===== config.mk =====
export PLATFORM = sky130hd
export DESIGN_NAME = axi_dma_copy_engine_flat
export DESIGN_NICKNAME = d
export VERILOG_FILES = /design/src/rtl/axi_dma_copy_engine_if.sv /design/src/rtl/axi_dma_copy_engine.sv /design/src/flat_wrapper.sv
export SDC_FILE = /design/constraint.sdc
export NUM_CORES = 1
export LEC_CHECK = 0
export CORE_ASPECT_RATIO = 1.2
export CORE_MARGIN = 2
export CORE_UTILIZATION = 43
export DETAILED_ROUTE_END_ITERATION = 10
export PLACE_DENSITY_LB_ADDON = 0.08
export SYNTH_ARGS = -nofsm -noshare
export SYNTH_HDL_FRONTEND = slang
export SYNTH_SLANG_ARGS = --single-unit

===== constraint.sdc =====
create_clock -name M_AXI_ACLK -period 11.8 [get_ports M_AXI_ACLK]
set_input_delay 2.36 -clock M_AXI_ACLK [delete_from_list [all_inputs] [get_ports M_AXI_ACLK]]
set_output_delay 2.36 -clock M_AXI_ACLK [all_outputs]
set_load 0.03 [all_outputs]

===== src/rtl/axi_dma_copy_engine_if.sv =====
// AXI4 read/write channel bundle between the DMA copy engine (master) and the AXI4 manager (slave).
// Handshake: a beat/address transfers on the rising edge where valid and ready are both high; the
// source keeps valid and its payload stable until then. B has no ready (the manager holds it high).
interface axi_dma_copy_engine_if #(
  parameter int DW = 64,
  parameter int AW = 32
);
  logic          arvalid;
  logic          arready;
  logic [AW-1:0] araddr;
  logic [7:0]    arlen;
  logic [2:0]    arsize;
  logic [1:0]    arburst;
  logic          rvalid;
  logic          rready;
  logic [DW-1:0] rdata;
  logic          rlast;
  logic          awvalid;
  logic          awready;
  logic [AW-1:0] awaddr;
  logic [7:0]    awlen;
  logic [2:0]    awsize;
  logic [1:0]    awburst;
  logic          wvalid;
  logic          wready;
  logic [DW-1:0] wdata;
  logic          bvalid;

  modport master (
    output arvalid, araddr, arlen, arsize, arburst, rready,
           awvalid, awaddr, awlen, awsize, awburst, wvalid, wdata,
    input  arready, rvalid, rdata, rlast, awready, wready, bvalid
  );

  modport slave (
    input  arvalid, araddr, arlen, arsize, arburst, rready,
           awvalid, awaddr, awlen, awsize, awburst, wvalid, wdata,
    output arready, rvalid, rdata, rlast, awready, wready, bvalid
  );
endinterface


===== src/rtl/axi_dma_copy_engine.sv =====
// Memory-to-memory copy sequencer: per burst, read BURST_LEN beats into a local buffer, then write
// them out; repeats for the requested burst count and pulses done.
module axi_dma_copy_engine #(
  parameter int M_AXI_DATA_WIDTH = 64,
  parameter int M_AXI_ADDR_WIDTH = 32,
  parameter int BURST_LEN        = 16
) (
  input  logic                        M_AXI_ACLK,
  input  logic                        M_AXI_ARESET,
  input  logic                        dma_start_i,
  input  logic [M_AXI_ADDR_WIDTH-1:0] dma_src_addr_i,
  input  logic [M_AXI_ADDR_WIDTH-1:0] dma_dst_addr_i,
  input  logic [15:0]                 dma_burst_num_i,
  output logic                        dma_busy_o,
  output logic                        dma_done_o,
  output logic [2:0]                  fsm_state,
  axi_dma_copy_engine_if.master       axi_dma
);
  localparam int DW          = M_AXI_DATA_WIDTH;
  localparam int AW          = M_AXI_ADDR_WIDTH;
  localparam int BURST_BYTES = BURST_LEN * DW / 8;
  localparam int CW          = $clog2(BURST_LEN) + 1;
  localparam int IW          = (BURST_LEN > 1) ? $clog2(BURST_LEN) : 1;
  localparam logic [CW-1:0] LEN_C      = CW'(BURST_LEN);
  localparam logic [CW-1:0] LAST_C     = CW'(BURST_LEN - 1);
  localparam logic [AW-1:0] STEP       = AW'(BURST_BYTES);
  localparam logic [AW-1:0] ALIGN_MASK = ~AW'(BURST_BYTES - 1);

  typedef enum logic [2:0] {
    IDLE    = 3'd0,
    RD_ADDR = 3'd1,
    RD_DATA = 3'd2,
    WR_ADDR = 3'd3,
    WR_DATA = 3'd4,
    WR_RESP = 3'd5,
    DONE    = 3'd6
  } state_t;

  state_t        state, state_n;
  logic          arvalid_q, rready_q, awvalid_q, wvalid_q, busy_q, done_q;
  logic [AW-1:0] src_addr, dst_addr;
  logic [15:0]   remaining;
  logic [CW-1:0] rd_cnt, wr_cnt;
  logic [DW-1:0] buf_mem [BURST_LEN];
  logic          ar_hs, r_hs, aw_hs, w_hs;

  assign ar_hs = arvalid_q & axi_dma.arready;
  assign r_hs  = rready_q  & axi_dma.rvalid;
  assign aw_hs = awvalid_q & axi_dma.awready;
  assign w_hs  = wvalid_q  & axi_dma.wready;

  always_comb begin
    state_n = state;
    case (state)
      IDLE:    if (dma_start_i) state_n = (dma_burst_num_i == '0) ? DONE : RD_ADDR;
      RD_ADDR: if (ar_hs) state_n = RD_DATA;
      RD_DATA: if (r_hs && axi_dma.rlast) state_n = WR_ADDR;
      WR_ADDR: if (aw_hs) state_n = WR_DATA;
      WR_DATA: if (w_hs && wr_cnt == LAST_C) state_n = WR_RESP;
      WR_RESP: if (axi_dma.bvalid) state_n = (remaining == 16'd1) ? DONE : RD_ADDR;
      DONE:    state_n = IDLE;
      default: state_n = IDLE;
    endcase
  end

  // Handshake outputs are flops loaded from the next state, so they are glitch-free and
  // rise exactly one cycle after the event that moves the FSM.
  always_ff @(posedge M_AXI_ACLK) begin
    if (M_AXI_ARESET) begin
      state     <= IDLE;
      arvalid_q <= 1'b0;
      rready_q  <= 1'b0;
      awvalid_q <= 1'b0;
      wvalid_q  <= 1'b0;
      busy_q    <= 1'b0;
      done_q    <= 1'b0;
      src_addr  <= '0;
      dst_addr  <= '0;
      remaining <= '0;
      rd_cnt    <= '0;
      wr_cnt    <= '0;
    end else begin
      state     <= state_n;
      arvalid_q <= (state_n == RD_ADDR);
      rready_q  <= (state_n == RD_DATA);
      awvalid_q <= (state_n == WR_ADDR);
      wvalid_q  <= (state_n == WR_DATA);
      busy_q    <= (state_n != IDLE);
      done_q    <= (state == DONE);
      // Burst-aligned start addresses keep every burst inside one 4KB page.
      if (state == IDLE && dma_start_i) begin
        src_addr  <= dma_src_addr_i & ALIGN_MASK;
        dst_addr  <= dma_dst_addr_i & ALIGN_MASK;
        remaining <= dma_burst_num_i;
      end
      if (ar_hs) rd_cnt <= '0;
      else if (r_hs && rd_cnt < LEN_C) rd_cnt <= rd_cnt + 1'b1;
      if (aw_hs) wr_cnt <= '0;
      else if (w_hs) wr_cnt <= wr_cnt + 1'b1;
      if (state == WR_RESP && axi_dma.bvalid) begin
        src_addr  <= src_addr + STEP;
        dst_addr  <= dst_addr + STEP;
        remaining <= remaining - 16'd1;
      end
    end
  end

  // Beats past BURST_LEN (a slave that overruns rlast) are accepted but discarded.
  always_ff @(posedge M_AXI_ACLK) begin
    if (r_hs && rd_cnt < LEN_C) buf_mem[rd_cnt[IW-1:0]] <= axi_dma.rdata;
  end

  assign axi_dma.arvalid = arvalid_q;
  assign axi_dma.araddr  = src_addr;
  assign axi_dma.arlen   = 8'(BURST_LEN - 1);
  assign axi_dma.arsize  = 3'($clog2(DW / 8));
  assign axi_dma.arburst = 2'b01;
  assign axi_dma.rready  = rready_q;
  assign axi_dma.awvalid = awvalid_q;
  assign axi_dma.awaddr  = dst_addr;
  assign axi_dma.awlen   = 8'(BURST_LEN - 1);
  assign axi_dma.awsize  = 3'($clog2(DW / 8));
  assign axi_dma.awburst = 2'b01;
  assign axi_dma.wvalid  = wvalid_q;
  assign axi_dma.wdata   = wvalid_q ? buf_mem[wr_cnt[IW-1:0]] : '0;

  assign dma_busy_o = busy_q;
  assign dma_done_o = done_q;
  assign fsm_state  = state;
endmodule


===== src/flat_wrapper.sv =====
// flat-port wrapper written by rule: the top's interface ports become plain ports
module axi_dma_copy_engine_flat 
#(
  parameter int M_AXI_DATA_WIDTH = 64,
  parameter int M_AXI_ADDR_WIDTH = 32,
  parameter int BURST_LEN        = 16
)
  (M_AXI_ACLK, M_AXI_ARESET, dma_start_i, dma_src_addr_i, dma_dst_addr_i, dma_burst_num_i, dma_busy_o, dma_done_o, fsm_state, axi_dma_arvalid, axi_dma_araddr, axi_dma_arlen, axi_dma_arsize, axi_dma_arburst, axi_dma_rready, axi_dma_awvalid, axi_dma_awaddr, axi_dma_awlen, axi_dma_awsize, axi_dma_awburst, axi_dma_wvalid, axi_dma_wdata, axi_dma_arready, axi_dma_rvalid, axi_dma_rdata, axi_dma_rlast, axi_dma_awready, axi_dma_wready, axi_dma_bvalid);
  axi_dma_copy_engine_if #(.DW((64)), .AW((32))) axi_dma_i ();
  input  logic M_AXI_ACLK;
  input  logic M_AXI_ARESET;
  input  logic dma_start_i;
  input  logic [M_AXI_ADDR_WIDTH-1:0] dma_src_addr_i;
  input  logic [M_AXI_ADDR_WIDTH-1:0] dma_dst_addr_i;
  input  logic [15:0] dma_burst_num_i;
  output logic dma_busy_o;
  output logic dma_done_o;
  output logic [2:0] fsm_state;
  output wire logic [$bits(axi_dma_i.arvalid)-1:0] axi_dma_arvalid;
  output wire logic [$bits(axi_dma_i.araddr)-1:0] axi_dma_araddr;
  output wire logic [$bits(axi_dma_i.arlen)-1:0] axi_dma_arlen;
  output wire logic [$bits(axi_dma_i.arsize)-1:0] axi_dma_arsize;
  output wire logic [$bits(axi_dma_i.arburst)-1:0] axi_dma_arburst;
  output wire logic [$bits(axi_dma_i.rready)-1:0] axi_dma_rready;
  output wire logic [$bits(axi_dma_i.awvalid)-1:0] axi_dma_awvalid;
  output wire logic [$bits(axi_dma_i.awaddr)-1:0] axi_dma_awaddr;
  output wire logic [$bits(axi_dma_i.awlen)-1:0] axi_dma_awlen;
  output wire logic [$bits(axi_dma_i.awsize)-1:0] axi_dma_awsize;
  output wire logic [$bits(axi_dma_i.awburst)-1:0] axi_dma_awburst;
  output wire logic [$bits(axi_dma_i.wvalid)-1:0] axi_dma_wvalid;
  output wire logic [$bits(axi_dma_i.wdata)-1:0] axi_dma_wdata;
  input wire logic [$bits(axi_dma_i.arready)-1:0] axi_dma_arready;
  input wire logic [$bits(axi_dma_i.rvalid)-1:0] axi_dma_rvalid;
  input wire logic [$bits(axi_dma_i.rdata)-1:0] axi_dma_rdata;
  input wire logic [$bits(axi_dma_i.rlast)-1:0] axi_dma_rlast;
  input wire logic [$bits(axi_dma_i.awready)-1:0] axi_dma_awready;
  input wire logic [$bits(axi_dma_i.wready)-1:0] axi_dma_wready;
  input wire logic [$bits(axi_dma_i.bvalid)-1:0] axi_dma_bvalid;
  assign axi_dma_arvalid = axi_dma_i.arvalid;
  assign axi_dma_araddr = axi_dma_i.araddr;
  assign axi_dma_arlen = axi_dma_i.arlen;
  assign axi_dma_arsize = axi_dma_i.arsize;
  assign axi_dma_arburst = axi_dma_i.arburst;
  assign axi_dma_rready = axi_dma_i.rready;
  assign axi_dma_awvalid = axi_dma_i.awvalid;
  assign axi_dma_awaddr = axi_dma_i.awaddr;
  assign axi_dma_awlen = axi_dma_i.awlen;
  assign axi_dma_awsize = axi_dma_i.awsize;
  assign axi_dma_awburst = axi_dma_i.awburst;
  assign axi_dma_wvalid = axi_dma_i.wvalid;
  assign axi_dma_wdata = axi_dma_i.wdata;
  assign axi_dma_i.arready = axi_dma_arready;
  assign axi_dma_i.rvalid = axi_dma_rvalid;
  assign axi_dma_i.rdata = axi_dma_rdata;
  assign axi_dma_i.rlast = axi_dma_rlast;
  assign axi_dma_i.awready = axi_dma_awready;
  assign axi_dma_i.wready = axi_dma_wready;
  assign axi_dma_i.bvalid = axi_dma_bvalid;
  axi_dma_copy_engine #(.M_AXI_DATA_WIDTH(M_AXI_DATA_WIDTH), .M_AXI_ADDR_WIDTH(M_AXI_ADDR_WIDTH), .BURST_LEN(BURST_LEN)) u_core (.M_AXI_ACLK(M_AXI_ACLK), .M_AXI_ARESET(M_AXI_ARESET), .dma_start_i(dma_start_i), .dma_src_addr_i(dma_src_addr_i), .dma_dst_addr_i(dma_dst_addr_i), .dma_burst_num_i(dma_burst_num_i), .dma_busy_o(dma_busy_o), .dma_done_o(dma_done_o), .fsm_state(fsm_state), .axi_dma(axi_dma_i));
endmodule

==> summary.md, run 1 <==
| Metric | Value |
|---|---|
| HP Start | `u_core.rd_cnt[4]$_SDFFE_PP0P_` |
| Port buffer count | `261` |
| RSZ-0062 raised after global routing | `no` |
| TritonCTS buffer count | `113` |
| Total GRT Usage | `20.61%` |
| Num rows | `128` |
| Ranking of synthesized cells by area | `edfxtp_1, mux4_2, dfxtp_1, and2_1, buf_4` |
| Vias in the first global route | `23425` |
| Synth Warn # | `0` |
| Min Clock Period, post-route | `6.837 ns` |
| Register area share after synthesis | `74.41%` |
| Die Area | `104200 um^2` |
| Post-CTS repair timing setup buffer count | `0` |
| Worst path arrival time | `4.48 ns` |
| Starting DRC count in detailed routing | `1708` |
| Design area | `51640 um^2` |
| WHS Path Cells | `1` |
| Synth area leader | `edfxtp_1` |
| CP max stage cell | `dfxtp_4` |
| Finish-stage setup viols | `0` |
| Crit path buf inv count | `2` |
| Placed inst area | `47920 um^2` |
| H-tree depth | `3` |
| Final hold violations | `0` |
| Critical Path RT | `9.44 ns` |
| I/O Pins | `316` |
| Synth cell types | `62` |
| Slew @ Worst Pin | `1.193 ns` |
| Peak VDD IR | `0.1107 mV` |
| Clock Power Share | `43.6%` |
| Main synth FF type | `edfxtp_1` |
| Area Growth Syn to Fin | `18.13%` |
| Initial antenna violation count | `13` |
| Crit. End Element | `output port` |
| Crit path cell chain | `buf_12 -> mux4_2 -> mux4_2 -> and2_1 -> clkdlybuf4s50_1` |
| Sw frac | `20.61%` |
| Run status | `completed` |
| Share of the synthesized area in the top cell type | `70.34%` |
| Vias post-DR | `21909` |
| Total gr overflow | `0` |
| Pwr dens | `157.6 nW/um^2` |
| Gate count of the mapped netlist | `2124` |
| Initial Util | `43.19%` |
| GPL Wtd Cong | `0.8187` |
| Synthesized area | `43720 um^2` |
| Clock root buffer | `clkbuf_16` |
| Worst path max stage delay | `0.98 ns` |
| Fill cell count | `8242` |
| Clk slew on worst S/H paths | `0.05 ns` |
| EDFF count, synth | `1024` |
| Fmax | `0.1463 GHz` |
| Leakage | `15.67 nW` |
| Core Util, Final | `51.02%` |
| CTS Sinks | `1113` |
| Die Width | `295.1 um` |
| Period utilisation layout | `57.94%` |
| Post-synth ARST share | `0%` |
| Clk_skew | `0.02863 ns` |
| Comb power frac | `3.0%` |
| Synthesized area per cell | `20.58 um^2` |
| Yosys reg bits | `1113` |
| Routed wire per std cell | `27.34 um` |
| CTS tree | `yes` |
| CTS max path bufs | `3` |
| Largest net degree at the start of global routing | `153` |
| Via density per instance | `5.618` |
| Core area | `101200 um^2` |
| Class of the worst hold path | `reg2reg` |
| Share of layout cells above drive strength 1 | `22.95%` |
| Gates resized, CTS repair | `0` |
| Worst path most repeated cell | `mux4_2` |
| Die Ht | `353.3 um` |
| Flop pwr share | `53.4%` |
| R2R depth | `5` |
| Pre-antenna DRT Iters | `5` |
| CP Launch Type | `flip-flop` |
| Worst relative slew slack | `19.76%` |
| Final nets | `2591` |
| Hold-fix buffers at CTS | `0` |
| Critical path class | `reg2out` |
| Peak fanout along the critical path | `96` |
| Clock Latency Late Sink | `0.69 ns` |
| CP top delay family | `buffers and inverters` |
| Final ANT Viol Nets | `0` |
| Switching pwr | `0.001677 W` |
| First-pass GRT wire length | `156.3 mm` |
| Post-Route WL | `106.6 mm` |
| DRC | `0` |
| DP HPWL | `55.20 mm` |
| Final Total Pwr | `0.008137 W` |
| Final Max Slew Viols | `0` |
| Internal Power | `0.006460 W` |
| Sum Neg Setup Slack | `0 ns` |
| Max cap viols | `0` |
| R2R Path Start | `u_core.axi_dma.rready$_SDFF_PP0_` |
| Instance count on the critical path | `5` |
==> final cells by class <==
| type | instances | area [um^2] | area share (%) |
|---|---|---|---|
| tap | 1365 | 1708 | 3.307 |
| clock inverter | 73 | 655.6 | 1.270 |
| antenna | 8 | 20.02 | 0.03877 |
| sequential | 1113 | 32550 | 63.03 |
| clock buffer | 141 | 3048 | 5.902 |
| inverter | 8 | 30.03 | 0.05815 |
| multi-input combinational | 884 | 10630 | 20.59 |
| timing repair buffer | 308 | 2998 | 5.805 |
==> per-stage QoR <==
step	hold slack, ns	cells	setup WS (ns)
6_report	0.4798	3900	4.963
2_1_floorplan	0.4353	2162	3.935
3_3_place_gp	0.4512	3678	5.482
5_1_grt	0.5103	3897	4.633
3_5_place_dp	0.4712	3678	5.481
4_1_cts	0.4852	3892	4.750
==> cells in the mapped netlist (6+ instances only) <==
library cell and number:
edfxtp_1 1024, mux4_2 320, dfxtp_1 89, clkbuf_1 75
and2_1 71, nor2_1 68, nand2_1 64, a21oi_1 41
buf_4 40, nand3_1 30, buf_2 29, a31oi_1 28
nor3_1 21, nor4_1 19, nand4_1 18, o211ai_1 14
and3_1 12, a211oi_1 11, buf_1 11, o21ai_0 11
ha_1 10, inv_1 8, or2_2 8, or3_1 7
or4_1 7, a221oi_1 6, a22oi_1 6, mux2_2 6
nand2b_1 6
==> cells in the final DEF, fill, tap and decap left out, types with 7 or more instances in the layout <==
cell type,Yosys,final
conb_1,2,40
nor2_4,0,12
o211ai_1,14,14
o21ai_0,11,11
inv_1,8,8
a31oi_1,28,28
or3_1,7,7
clkdlybuf4s50_1,0,260
nor2_1,68,56
clkbuf_1,75,21
mux4_2,320,320
a21oi_1,41,41
nor3_1,21,17
ha_1,10,10
clkinvlp_4,0,9
nand2_1,64,64
bufinv_16,0,10
clkinv_1,0,27
edfxtp_1,1024,1024
a211oi_1,11,11
and3_1,12,12
dfxtp_1,89,84
or2_2,8,8
or4_1,7,7
nand4_1,18,18
clkbuf_16,0,117
nor4_1,19,19
nand3_1,30,30
buf_4,40,44
and2_1,71,71
diode_2,0,8
clkinv_2,0,24
==> worst paths after layout <==
path                                                        end  slack, ns
worst min-delay path              u_core.rd_cnt[4]$_SDFFE_PP0P_       0.48
worst max-delay path                           axi_dma_wdata[3]       4.96
worst max register to register  u_core.buf_mem[12][5]$_DFFE_PP_       8.52
worst min register to register    u_core.rd_cnt[4]$_SDFFE_PP0P_       0.48
==> power groups by stage <==
| stage | clock network [W] | logic, W | registers [W] |
|---|---|---|---|
| floorplan | 0 | 0.0000889 | 0.00445 |
| global placement | 0 | 0.000235 | 0.00443 |
| detailed placement | 0 | 0.000243 | 0.00443 |
| CTS | 0.00364 | 0.000244 | 0.00435 |
| global route | 0.00378 | 0.000263 | 0.00435 |
| finish | 0.00355 | 0.000243 | 0.00435 |
==> flip-flops by register name, indices dropped and copies added (netlist names), named ones only <==
name / flops
u_core.axi_dma.araddr: 25
u_core.axi_dma.arvalid: 1
u_core.axi_dma.awaddr: 25
u_core.axi_dma.awvalid: 1
u_core.axi_dma.rready: 1
u_core.axi_dma.wvalid: 1
u_core.buf_mem: 1024
u_core.dma_busy_o: 1
u_core.dma_done_o: 1
u_core.fsm_state: 3
u_core.rd_cnt: 5
u_core.remaining: 16
u_core.wr_cnt: 5
==> metal layers <==
layer  wire, um  track usage, %  share of wire [%]
met1      43720           27.11                 41
met2      54770           35.31                 51
met3       5926           3.820                5.6
met4       2157           5.482                2.0
met5         67               0              0.063
==> cell families (layout without fill, tap and decap cells) <==
group,count (synthesis),in the layout,share of synthesized area [%]
muxes,330,330,16.73
DFF,1113,1113,74.41
AOI/OAI and AO/OA,143,143,2.181
other,2,48,0.01718
buffers and inverters,165,530,1.863
xor gates and xnor gates,6,6,0.1202
and+or+nand+nor,355,355,4.387
adders and majority gates,10,10,0.2862
==> worst reg2reg max path: cells and delay by family (launching register included) <==
family                 cells  cell delay, ns
AND/OR/NAND/NOR            4            1.53
buffers and inverters      1            0.97
flip-flops                 1            0.33
No activity file was read; power rests on OpenSTA's default activity.
==> run 2: changes to the inputs <==
==> constraint.sdc (replaced) <==
create_clock -name M_AXI_ACLK -period 5.55 [get_ports M_AXI_ACLK]
set_input_delay 1.11 -clock M_AXI_ACLK [delete_from_list [all_inputs] [get_ports M_AXI_ACLK]]
set_output_delay 1.11 -clock M_AXI_ACLK [all_outputs]
set_load 0.03 [all_outputs]
==> run 2 against run 1 <==
Effect of this change:
- combinational power is 110% higher
- critical path depth stayed put
- sequential power is 110% higher
- core utilization is 0.18 points higher
- power is 110% higher
- via count is 0.21% higher
- hold slack better by 0.0035 ns
==> summary.md, run 2 (same netlist as run 1, synthesis figures left out) <==
| Metric | Value |
|---|---|
| Area Growth Syn to Fin | `18.54%` |
| Critical path class | `reg2out` |
| Total GRT Usage | `20.33% (-0.28 points)` |
| Largest net degree at the start of global routing | `78 (-49%)` |
| Wire length on met1 | `44.32 mm (+1.4%)` |
| I/O Pins | `316 (unchanged)` |
| CTS max path bufs | `3 (unchanged)` |
| DP HPWL | `57.98 mm (+5.0%)` |
| Fmax | `0.2066 GHz` |
| Routed wire per std cell | `27.00 um (-1.2%)` |
| Max cap viols | `0 (unchanged)` |
| Pwr dens | `326.3 nW/um^2 (+110%)` |
| Initial antenna violation count | `11 (-2)` |
| Commonest cells after routing, fill and taps aside | `edfxtp_1, mux4_2, clkdlybuf4s50_1` |
| Crit. End Element | `output port` |
| Worst path arrival time | `3.73 ns (-0.75 ns)` |
| Critical Path RT | `4.44 ns (-5.00 ns)` |
| Met3 wire len | `5.270 mm (-11%)` |
| Comb power frac | `3.0% (about the same)` |
| Num rows | `128 (unchanged)` |
| RSZ-0062 raised after global routing | `no` |
| Vias in the first global route | `23282 (-0.61%)` |
| Port buffer count | `261 (unchanged)` |
| Die Width | `295.1 um (unchanged)` |
| Peak VDD IR | `0.2434 mV (+120%)` |
| Final Max Slew Viols | `0 (unchanged)` |
| Crit path buf inv count | `2 (unchanged)` |
| Instance count on the critical path | `5 (unchanged)` |
| Hold-fix buffers at CTS | `0 (unchanged)` |
| CTS Sinks | `1113 (unchanged)` |
| CTS tree | `yes` |
| Internal Power | `0.01343 W (+110%)` |
| Sum Neg Setup Slack | `0 ns (unchanged)` |
| Post-CTS repair timing setup buffer count | `0 (unchanged)` |
| Clock root buffer | `clkbuf_16` |
| Starting DRC count in detailed routing | `1643 (-3.8%)` |
| Die Area | `104200 um^2 (unchanged)` |
| Peak fanout along the critical path | `50 (-48%)` |
| Period utilisation layout | `87.22%` |
| Worst path most repeated cell | `mux4_2` |
| Switching pwr | `0.003479 W (+110%)` |
| Share of layout cells above drive strength 1 | `23.05% (+0.094 points)` |
| Final nets | `2606 (+0.58%)` |
| Min Clock Period, post-route | `4.841 ns` |
| Crit path cell chain | `buf_12 -> mux4_2 -> mux4_2 -> and2_1 -> clkdlybuf4s50_1` |
| Sequential Area | `32550 um^2 (unchanged)` |
| Post-Route WL | `105.4 mm (-1.1%)` |
| Clk slew on worst S/H paths | `0.06 ns (about the same)` |
| CP Launch Type | `flip-flop` |
| Max Used Layer | `met5` |
| Worst relative slew slack | `28.46% (+8.7 points)` |
| Clk_skew | `0.01718 ns (-0.01144 ns)` |
| H-tree depth | `3 (unchanged)` |
| Via density per instance | `5.622 (about the same)` |
| Largest register FFs | `1024 (unchanged)` |
| Initial Util | `43.19% (unchanged)` |
| First-pass GRT wire length | `155.0 mm (-0.87%)` |
| GPL Wtd Cong | `0.8266 (+0.96%)` |
| R2R Path Start | `u_core.axi_dma.rready$_SDFF_PP0_` |
| Gates resized, CTS repair | `0 (unchanged)` |
| Final hold violations | `0 (unchanged)` |
| Die Ht | `353.3 um (unchanged)` |
| Flop pwr share | `54.7% (+1.3 points)` |
| Finish-stage setup viols | `0 (unchanged)` |
| Multi-input logic area | `10660 um^2 (+0.24%)` |
| R2R depth | `5 (unchanged)` |
| CP top delay family | `multiplexers` |
| Met2 WL | `53.68 mm (-2.0%)` |
| Class of the worst hold path | `reg2reg` |
| Fin cells | `3905 (+0.13%)` |
| HP Start | `u_core.rd_cnt[4]$_SDFFE_PP0P_` |
| Core area | `101200 um^2 (unchanged)` |
| Clock Power Share | `42.3% (-1.3 points)` |
| Final ANT Viol Nets | `0 (unchanged)` |
| Clock Latency Late Sink | `0.68 ns (about the same)` |
| TritonCTS buffer count | `112 (-0.88%)` |
| Leakage | `15.70 nW (+0.19%)` |
| DRC | `0 (unchanged)` |
| Total gr overflow | `0 (unchanged)` |
| Pre-antenna DRT Iters | `7 (+2)` |
| Worst path max stage delay | `0.71 ns (-0.27 ns)` |
| Run status | `completed` |
| WHS Path Cells | `1 (unchanged)` |
| CP max stage cell | `dfxtp_4` |
| Sw frac | `20.57% (-0.033 points)` |
| Fill cell count | `8160 (-0.99%)` |
| Slew @ Worst Pin | `1.063 ns (-0.1293 ns)` |
| Vias post-DR | `21955 (+0.21%)` |
| Most common cell after layout, fill and taps aside | `edfxtp_1` |
| Dpl cells | `3694 (+0.44%)` |
[run 2: power groups by stage]
stage	clock network [W]	logic, W	registers [W]
finish	0.00716	0.000513	0.00924
global route	0.00765	0.000552	0.00924
CTS	0.00735	0.000514	0.00924
detailed placement	0	0.000512	0.00942
global placement	0	0.000494	0.00941
floorplan	0	0.000189	0.00946
[run 2: metrics by stage]
step | worst slack, ns | util [%] | instance area, um^2 | power [W] | hold WS (ns)
finish | 0.7093 | 51.20 | 51820 | 0.01691 | 0.4833
global placement | 1.278 | 47.76 | 48340 | 0.009908 | 0.4495
detailed placement | 1.299 | 47.76 | 48340 | 0.009929 | 0.4703
CTS | 0.5538 | 51.18 | 51810 | 0.01711 | 0.4863
floorplan | 0.6185 | - | 43880 | 0.009648 | 0.4353
global route | 0.4683 | 51.20 | 51820 | 0.01745 | 0.5023
[run 2: worst reg2reg max path, cell delays in order (launching register included)]
cell and delay, ns:
dfxtp_1 0.34, nand2_1 0.17, nor2_1 0.43, nand2_1 0.39, nor2_4 0.68, buf_4 0.52
[run 2: metal layers]
| layer | GRT usage (%) | vias to the layer above |
|---|---|---|
| met2 | 34.28 | 582 |
| met5 | 0 | - |
| met4 | 5.533 | 6 |
| met1 | 27.33 | 11768 |
| li1 | - | 9452 |
| met3 | 3.575 | 147 |
[run 2: path summary, 6_finish.rpt]
check | endpoint | slack, ns
worst min register to register | u_core.rd_cnt[4]$_SDFFE_PP0P_ | 0.48
worst min-delay path | u_core.rd_cnt[4]$_SDFFE_PP0P_ | 0.48
worst max register to register | u_core.buf_mem[11][31]$_DFFE_PP_ | 2.63
worst max-delay path | axi_dma_wdata[62] | 0.71
[run 2: cell type report]
type | count | share of cell area (%)
diodes | 6 | 0.02897
clock buffers | 149 | 5.829
clock inverters | 56 | 0.8620
inverters | 8 | 0.05795
multi-input cells | 884 | 20.57
flip-flops and latches | 1113 | 62.81
well taps | 1365 | 3.296
repair buffers | 324 | 6.548
==> run 3: changes to the inputs <==
--- a/config.mk
+++ b/config.mk
@@ -5,8 +5,7 @@
 export SDC_FILE = /design/constraint.sdc
 export NUM_CORES = 1
 export LEC_CHECK = 0
-export CORE_ASPECT_RATIO = 1.2
-export CORE_MARGIN = 2
+export CORE_ASPECT_RATIO = 1.75
 export CORE_UTILIZATION = 43
 export DETAILED_ROUTE_END_ITERATION = 10
 export PLACE_DENSITY_LB_ADDON = 0.08
==> constraint.sdc (replaced) <==
create_clock -name M_AXI_ACLK -period 6.3 [get_ports M_AXI_ACLK]
set_input_delay 1.26 -clock M_AXI_ACLK [delete_from_list [all_inputs] [get_ports M_AXI_ACLK]]
set_output_delay 1.26 -clock M_AXI_ACLK [all_outputs]
set_load 0.03 [all_outputs]
==> run 3 against run 2 <==
Effect of this change:
- sequential share of layout area increased by 0.29 points
- clock power decreased by 12%
- final area decreased by 0.46%
- clock-buffer cell count decreased by 32
- flip-flop and latch count unchanged
- clock skew increased by 0.0024 ns
- first-iteration DRC count increased by 6.0%
- via count about the same
- sequential power decreased by 12%
- combinational power decreased by 13%
- wire length increased by 0.67%
- worst setup slack improved by 0.39 ns
- largest cell class unchanged
- highest routed layer unchanged
==> summary.md, run 3 (same netlist as run 1, synthesis figures left out) <==
| Metric | Value |
|---|---|
| Area Growth Syn to Fin | `18.00%` |
| Starting DRC count in detailed routing | `1741 (+6.0%)` |
| Max cap viols | `0 (unchanged)` |
| RSZ-0062 raised after global routing | `no` |
| Gates resized, CTS repair | `0 (unchanged)` |
| CP Launch Type | `flip-flop` |
| Sequential Area | `32550 um^2 (unchanged)` |
| Class of the worst hold path | `reg2reg` |
| Worst path max stage delay | `0.81 ns (+0.10 ns)` |
| Switching pwr | `0.003044 W (-13%)` |
| Post-CTS repair timing setup buffer count | `0 (unchanged)` |
| Sw frac | `20.47% (-0.10 points)` |
| Port buffer count | `261 (unchanged)` |
| Worst relative slew slack | `25.81% (-2.6 points)` |
| WHS Path Cells | `1 (unchanged)` |
| DRC | `0 (unchanged)` |
| Final nets | `2593 (-0.50%)` |
| Fmax | `0.1923 GHz` |
| Final ANT Viol Nets | `0 (unchanged)` |
| CTS tree | `yes` |
| Die Width | `243.0 um (-18%)` |
| Clk slew on worst S/H paths | `0.06 ns (about the same)` |
| Flop pwr share | `54.7% (about the same)` |
| Final Total Pwr | `0.01487 W (-12%)` |
| Clock root buffer | `clkbuf_16` |
| First-pass GRT wire length | `157.0 mm (+1.3%)` |
| Pwr dens | `288.2 nW/um^2 (-12%)` |
| Peak VDD IR | `0.2587 mV (+6.3%)` |
| Pre-antenna DRT Iters | `5 (-2)` |
| R2R setup slack | `3.34 ns (+0.71 ns)` |
| Via density per instance | `5.711 (+1.6%)` |
| Peak fanout along the critical path | `28 (-44%)` |
| Crit path cell chain | `buf_4 -> mux4_2 -> mux4_2 -> and2_1 -> clkdlybuf4s50_1` |
| Worst path arrival time | `3.94 ns (+0.21 ns)` |
| Num rows | `154 (+20%)` |
| Leakage | `15.61 nW (-0.56%)` |
| GPL Wtd Cong | `0.8576 (+3.8%)` |
| DP HPWL | `57.08 mm (-1.6%)` |
| Multi-input logic area | `10660 um^2 (about the same)` |
| Sum Neg Setup Slack | `0 ns (unchanged)` |
| Initial Util | `43.38% (+0.19 points)` |
| R2R depth | `5 (unchanged)` |
| Crit. End Element | `output port` |
| Fill cell count | `8084 (-0.93%)` |
| TritonCTS buffer count | `102 (-8.9%)` |
| Finish-stage setup viols | `0 (unchanged)` |
| Share of layout cells above drive strength 1 | `22.83% (-0.21 points)` |
| Vias in the first global route | `23633 (+1.5%)` |
| Min Clock Period, post-route | `5.201 ns` |
| Most common cell after layout, fill and taps aside | `edfxtp_1` |
| Total gr overflow | `0 (unchanged)` |
| Clk_skew | `0.01955 ns (+0.002366 ns)` |
| Internal Power | `0.01182 W (-12%)` |
| Worst path most repeated cell | `mux4_2` |
| Routed wire per std cell | `27.63 um (+2.3%)` |
| Clock Latency Late Sink | `0.70 ns (+0.02 ns)` |
| Critical Path RT | `5.04 ns (+0.60 ns)` |
| Min Hold Slack | `0.4793 ns (-0.004008 ns)` |
| Total GRT Usage | `20.94% (+0.61 points)` |
| Final Max Slew Viols | `0 (unchanged)` |
| Die Ht | `423.8 um (+20%)` |
| Largest register FFs | `1024 (unchanged)` |
| Final hold violations | `0 (unchanged)` |
| Period utilisation layout | `82.55%` |
| I/O Pins | `316 (unchanged)` |
| Run status | `completed` |
| Hold-fix buffers at CTS | `0 (unchanged)` |
| H-tree depth | `3 (unchanged)` |
| Largest net degree at the start of global routing | `67 (-14%)` |
| Commonest cells after routing, fill and taps aside | `edfxtp_1, mux4_2, clkdlybuf4s50_1` |
| Slew @ Worst Pin | `1.103 ns (+0.03932 ns)` |
| Vias post-DR | `21942 (-0.059%)` |
| Post-Route WL | `106.2 mm (+0.67%)` |
| Critical path class | `reg2out` |
| Comb power frac | `3.0% (about the same)` |
| Clock Power Share | `42.3% (about the same)` |
| CP max stage cell | `dfxtp_4` |
| Initial antenna violation count | `9 (-2)` |
| CTS Sinks | `1113 (unchanged)` |
| Die Area | `103000 um^2 (-1.2%)` |
| Core area | `100800 um^2 (-0.44%)` |
| CTS max path bufs | `3 (unchanged)` |
-- run 3: cell count changes in the layout (fill, tap and decap cells not counted), sizes merged --
cell      change
diode         -4
clkinv        +3
clkbuf       -32
inv           +2
buf           -3
bufinv        +9
clkinvlp      +1
-- run 3: stage by stage --
step           cells  util [%]  cell area, um^2  worst slack, ns
2_1_floorplan   2162         -            43880            1.219
3_3_place_gp    3652     47.87            48250            1.721
3_5_place_dp    3652     47.87            48250            1.735
4_1_cts         3840     51.18            51580           0.9608
5_1_grt         3840     51.18            51580           0.8657
6_report        3842     51.19            51580            1.099
-- run 3: power groups by stage --
| stage | logic, W | registers [W] | clock network (W) |
|---|---|---|---|
| after global placement | 0.000431 | 0.00829 | 0 |
| after detailed placement | 0.000446 | 0.00830 | 0 |
| after global routing | 0.000479 | 0.00814 | 0.00669 |
| final | 0.000445 | 0.00814 | 0.00628 |
| after CTS | 0.000447 | 0.00813 | 0.00644 |
| after floorplan | 0.000166 | 0.00833 | 0 |
-- run 3: final timing paths --
path	end	from
max reg2reg	u_core.remaining[15]$_SDFFE_PP0P_	u_core.fsm_state[0]$_SDFF_PP0_
min reg2reg	u_core.remaining[15]$_SDFFE_PP0P_	u_core.remaining[15]$_SDFFE_PP0P_
min	u_core.remaining[15]$_SDFFE_PP0P_	u_core.remaining[15]$_SDFFE_PP0P_
max	axi_dma_wdata[19]	flip-flop
-- run 3: per-layer routing --
| metal | part of all wire, % | vias to the layer above | GRT usage (%) |
|---|---|---|---|
| met3 | 5.2 | 149 | 3.504 |
| li1 | - | 9390 | - |
| met2 | 52 | 701 | 36.43 |
| met1 | 40 | 11686 | 26.93 |
| met5 | 0.094 | - | 0 |
| met4 | 2.1 | 16 | 6.101 |
-- run 3: critical path, delay by kind of cell, from the launching register on --
family                 cells  cell delay [ns]
multiplexers               2             1.05
AND/OR/NAND/NOR            1             0.24
buffers and inverters      2             1.13
flip-flops                 1             0.81
-- run 3: layout make-up --
class,count,area share (%)
well taps,1326,3.216
inverters,8,0.05821
flip-flops and latches,1113,63.10
clock buffers,117,5.098
repair buffers,321,6.486
multi-input cells,884,20.67
clock inverters,71,1.366
diodes,2,0.009702
